### config.mk
export PLATFORM = sky130hd
export DESIGN_NAME = cobs_axis_decoder
export DESIGN_NICKNAME = d
export VERILOG_FILES = /design/src/rtl/cobs_axis_decoder.sv
export SDC_FILE = /design/constraint.sdc
export NUM_CORES = 1
export LEC_CHECK = 0
export CAP_MARGIN = 40
export CORE_MARGIN = 4
export CORE_UTILIZATION = 50
export CTS_CLUSTER_DIAMETER = 150
export DETAILED_ROUTE_END_ITERATION = 10
export GPL_ROUTABILITY_DRIVEN = 0
export PLACE_DENSITY = 0.82
export SLEW_MARGIN = 20
export SYNTH_ARGS = -nofsm -noshare
export SYNTH_HDL_FRONTEND = slang
export SYNTH_SLANG_ARGS = --single-unit
### constraint.sdc
create_clock -name clk -period 2 [get_ports clk]
set_input_delay 0.4 -clock clk [delete_from_list [all_inputs] [get_ports clk]]
set_output_delay 0.4 -clock clk [all_outputs]
set_load 0.02 [all_outputs]
### src/rtl/cobs_axis_decoder.sv
// COBS stream decoder: 8-bit AXI-Stream in, 16-bit packed AXI-Stream out.
// A 0x00 byte delimits frames. tlast and tuser are attached when the frame ends.
module cobs_axis_decoder (
   input  logic        clk,
   input  logic        rst_n,
   input  logic [7:0]  s_axis_tdata,
   input  logic        s_axis_tvalid,
   output logic        s_axis_tready,
   output logic [15:0] m_axis_tdata,
   output logic [1:0]  m_axis_tkeep,
   output logic        m_axis_tvalid,
   input  logic        m_axis_tready,
   output logic        m_axis_tlast,
   output logic        m_axis_tuser,
   output logic        frame_err
);

   typedef enum logic [1:0] {HUNT, DATA, CODE} state_t;

   state_t      state, state_nxt;
   logic [7:0]  cnt, cnt_nxt;
   logic        last_max, last_max_nxt;
   logic [7:0]  low_byte;
   logic        low_valid;
   logic [15:0] stage_word;
   logic        stage_valid;
   logic        accept;
   logic        push;
   logic [7:0]  push_byte;
   logic        frame_end;
   logic        malformed;

   // At most one payload byte or one frame end per accepted byte, so a free
   // output register is enough to accept the next byte.
   assign s_axis_tready = rst_n && (!m_axis_tvalid || m_axis_tready);
   assign accept        = s_axis_tvalid && s_axis_tready;

   always_comb begin
      state_nxt    = state;
      cnt_nxt      = cnt;
      last_max_nxt = last_max;
      push         = 1'b0;
      push_byte    = s_axis_tdata;
      frame_end    = 1'b0;
      malformed    = 1'b0;
      if (accept) begin
         case (state)
            HUNT, CODE: begin
               if (s_axis_tdata == 8'h00) begin
                  state_nxt = HUNT;
                  frame_end = (state == CODE);
               end else begin
                  // The implied zero belongs to the previous block, not this code.
                  push         = (state == CODE) && !last_max;
                  push_byte    = 8'h00;
                  last_max_nxt = (s_axis_tdata == 8'hFF);
                  cnt_nxt      = s_axis_tdata - 8'd1;
                  state_nxt    = (s_axis_tdata == 8'h01) ? CODE : DATA;
               end
            end
            DATA: begin
               if (s_axis_tdata == 8'h00) begin
                  state_nxt = HUNT;
                  frame_end = 1'b1;
                  malformed = 1'b1;
                  cnt_nxt   = 8'd0;
               end else begin
                  push    = 1'b1;
                  cnt_nxt = cnt - 8'd1;
                  if (cnt == 8'd1) state_nxt = CODE;
               end
            end
            default: state_nxt = HUNT;
         endcase
      end
   end

   // A staged word is held back until the next payload byte or the frame end,
   // so the low byte and the staging register are never both occupied.
   always_ff @(posedge clk) begin
      if (!rst_n) begin
         state         <= HUNT;
         cnt           <= 8'd0;
         last_max      <= 1'b0;
         low_byte      <= 8'd0;
         low_valid     <= 1'b0;
         stage_word    <= 16'd0;
         stage_valid   <= 1'b0;
         m_axis_tvalid <= 1'b0;
         m_axis_tdata  <= 16'd0;
         m_axis_tkeep  <= 2'b00;
         m_axis_tlast  <= 1'b0;
         m_axis_tuser  <= 1'b0;
         frame_err     <= 1'b0;
      end else begin
         state     <= state_nxt;
         cnt       <= cnt_nxt;
         last_max  <= last_max_nxt;
         frame_err <= malformed;
         if (m_axis_tready) m_axis_tvalid <= 1'b0;
         if (push) begin
            if (low_valid) begin
               stage_word  <= {push_byte, low_byte};
               stage_valid <= 1'b1;
               low_valid   <= 1'b0;
            end else begin
               low_byte  <= push_byte;
               low_valid <= 1'b1;
               if (stage_valid) begin
                  m_axis_tvalid <= 1'b1;
                  m_axis_tdata  <= stage_word;
                  m_axis_tkeep  <= 2'b11;
                  m_axis_tlast  <= 1'b0;
                  m_axis_tuser  <= 1'b0;
                  stage_valid   <= 1'b0;
               end
            end
         end else if (frame_end) begin
            low_valid   <= 1'b0;
            stage_valid <= 1'b0;
            if (stage_valid) begin
               m_axis_tvalid <= 1'b1;
               m_axis_tdata  <= stage_word;
               m_axis_tkeep  <= 2'b11;
               m_axis_tlast  <= 1'b1;
               m_axis_tuser  <= malformed;
            end else if (low_valid) begin
               m_axis_tvalid <= 1'b1;
               m_axis_tdata  <= {8'h00, low_byte};
               m_axis_tkeep  <= 2'b01;
               m_axis_tlast  <= 1'b1;
               m_axis_tuser  <= malformed;
            end
         end
      end
   end

endmodule

==> flow_summary.json <==
{
  "cts_buffers": 9,
  "dp_cells": 427,
  "max-slew-margin-rel_pct": 61.6,
  "area_delta_synth_final_pct": 39.1,
  "rows": 26,
  "setup_ws_ns": -0.000870,
  "crit_chain": "clkdlybuf4s15_2, inv_2, buf_4, buf_4, buf_4, buf_4, buf_4, buf_4, ha_2, buf_4, xnor2_1, o22ai_1, nand2_1, o21ai_0",
  "rsz0062_at_grt": "true",
  "synthAdderAreaFrac_pct": 2.68,
  "htreeDepth": 3,
  "grt.met3_usage_pct": 5.74,
  "p_leak_nw": 1.57,
  "cap_violations": 0,
  "clk_pin_slew_ns": 0.07,
  "layout_min_cycle_time_ns": 2.00,
  "clkSinkCount": 59,
  "pin_count": 35,
  "syn-num-nets": 317,
  "cp_max_fo": 3,
  "worstMarginPinSlew_ns": 0.574,
  "die_width_microns": 82.9,
  "n_antenna_cell": 0,
  "synth_area_leaders": "dfxtp_1 (42%), mux2i_1 (6.1%), a21oi_1 (5.4%)",
  "yosys.area_share.simple_pct": 21.6,
  "nFillCells": 350,
  "core_area_sq_um": 5270,
  "hold_buffers": 0,
  "synth_xor_area_share_pct": 2.19,
  "drtPass1Iterations": 5,
  "overflow": 0,
  "ir_drop_uv": 489,
  "fin_skew_ns": 0.0121,
  "critPathArrivalTime_ns": 2.22,
  "hp-start": "last_max",
  "synth_ff_type": "dfxtp_1",
  "top_usage_layer": "met2",
  "cts_tree": "done",
  "ys_warn_count": 0,
  "vias": 2708,
  "cp.required_ns": 2.22,
  "use_met1_pct": 28.5,
  "drc": 0,
  "ys_async_sr_fraction_pct": 0,
  "root_buffer": "clkbuf_8",
  "synth_edf_count": 0,
  "finalHoldViolCount": 0,
  "final_util_pct": 74.0,
  "crit_buf_inv": 9,
  "antenna_found_initial": 0,
  "io_buffer_count": 34,
  "drtIter0Drc": 183,
  "synth.ff_latch_count": 59,
  "fin_nets": 401,
  "holdCritPathClass": "reg2reg",
  "drive_gt1_share_pct": 27.8,
  "grt_pass1_vias": 2662,
  "slowest_stage": "xnor2_1",
  "synth-compound-area-share_pct": 21.2,
  "cp-start-kind": "input port",
  "fmax_ghz": 0.500,
  "insertion_delay_ns": 0.34,
  "drv_slew": 0,
  "setup_violations": 1,
  "crit-reg2reg-launch": "state[1]",
  "totalWireLength_mm": 8.11,
  "post-route-period-util_pct": 100,
  "cpPeakStageDelay_ns": 0.21,
  "synth.cell_area_sq_um": 2800,
  "end_kind": "flop",
  "die_y_microns": 82.9,
  "track_usage_pct": 22.6,
  "cp-startpoint": "s_axis_tdata[0]",
  "clk_path_buf_depth": 2,
  "synth_top_family_by_area": "simple AND/OR/NAND/NOR gates",
  "yosysUniqueCellTypes": 52,
  "initial_core_util_pct": 53.2,
  "grt_max_degree": 29,
  "avgRoutedWirePerCell_microns": 17.7,
  "final_cell_count_no_fill": 458,
  "hpwl_mm": 4.96,
  "routed_via_density": 5.91,
  "power_density_nw_per_um2": 706,
  "ant_nets": 0,
  "final_common_cell": "dfxtp_1",
  "synth_top_area_cell": "dfxtp_1",
  "synth.area.mux_share_pct": 6.07,
  "yosysTopAreaCellShare_pct": 42.1,
  "avgSynthCellArea_sq_um": 9.37,
  "critPathMostFrequentCell": "buf_4",
  "status": "complete, but fails checks",
  "cpLargestDelayFamily": "buffers and inverters",
  "use_met2_pct": 37.0,
  "die_area_sq_um": 6870,
  "synthCells": 299,
  "ys_seq_area_share_pct": 42.1,
  "critPathKind": "in2reg",
  "grt_pass1_wl_mm": 12.8,
  "violations": "setup timing",
  "mostFrequentLayoutCells": "dfxtp_1 (59), buf_4 (51), a21oi_1 (28)"
}
[layer usage]
metal	up-vias	wire (microns)
li1	1271	-
met1	1283	3480
met2	123	3870
met3	31	498
met4	0	255
met5	-	0
[cells in the mapped netlist (3+ instances only)]
master and count:
nand3_1 7, a21oi_1 30, buf_4 3, ha_1 6, nand3b_1 8, o211a_1 3
o32ai_1 3, o31ai_1 8, xnor2_1 4, nor3_1 6, o21ai_0 10, nand2_1 28
or3_1 5, clkbuf_1 8, dfxtp_1 59, nor2_1 20, inv_1 8, a32o_1 13
or4_1 3, xor2_1 3, o21a_1 3, buf_2 7, mux2i_1 17
[final cells by class]
class / instances / area (sq um) / share of cell area (%)
Clock buffer: 9 / 124 / 3.18
Tap cell: 70 / 87.6 / 2.25
Multi-Input combinational cell: 216 / 1610 / 41.4
Clock inverter: 7 / 76.3 / 1.96
Inverter: 8 / 30.0 / 0.770
Sequential cell: 59 / 1180 / 30.3
Timing Repair Buffer: 89 / 786 / 20.2
[where the power goes]
part,switching [W],internal (W)
clock network,0.000508,0.000580
logic,0.000232,0.000196
registers,0.0000314,0.00121
total,0.000771,0.00198
[worst min-delay path, cell delays in order, from the launching register on]
cell	delay (ns)
dfxtp_1	0.32
nand2_1	0.06
a21oi_1	0.05
[cell families (layout without fill, tap and decap cells)]
kind of cell             count (synthesis)  count (layout)
multiplexers                            17              17
adder cells (fa/ha/maj)                  6               6
flip-flops                              59              59
XOR/XNOR                                 7               7
AND/OR/NAND/NOR                        102             102
AO/OA/AOI/OAI                           82              84
buffers and inverters                   26             113
[repair_timing]
action / CTS / global route
buffers inserted: 8 / 5
setup endpoints to repair: 50 / 38
pin swaps: 6 / 9
gates resized for setup: 16 / 19
cloned: 0 / 2
[registers in the layout (all words and copies together), names as in the netlist]
register	flops
m_axis_tdata	16
m_axis_tkeep	2
m_axis_tvalid	1
state	2
m_axis_tlast	1
last_max	1
stage_valid	1
low_valid	1
m_axis_tuser	1
low_byte	8
cnt	8
stage_word	16
frame_err	1
[metrics by stage]
| step | total power, W | worst slack [ns] | TNS, ns | instance area (sq um) | hold WS [ns] |
|---|---|---|---|---|---|
| 2_1_floorplan | 0.00148 | 0.0320 | 0 | 2800 | 0.432 |
| 3_3_place_gp | 0.00162 | -0.504 | -23.14 | 3480 | 0.448 |
| 3_5_place_dp | 0.00163 | -0.578 | -26.79 | 3480 | 0.457 |
| 4_1_cts | 0.00272 | 0.00265 | 0 | 3760 | 0.469 |
| 5_1_grt | 0.00285 | -0.0552 | -0.133 | 3900 | 0.490 |
| 6_report | 0.00275 | -0.000870 | -0.000870 | 3900 | 0.472 |
[worst paths after layout]
| kind | slack (ns) | cells after the start | endpoint |
|---|---|---|---|
| setup / recovery | -0.0009 | 14 | cnt[2] |
| hold / removal | 0.47 | 2 | last_max |
| setup reg to reg | 0.07 | 7 | m_axis_tdata[2] |
| hold reg to reg | 0.47 | 2 | last_max |
No activity file was read; power rests on OpenSTA's default activity.
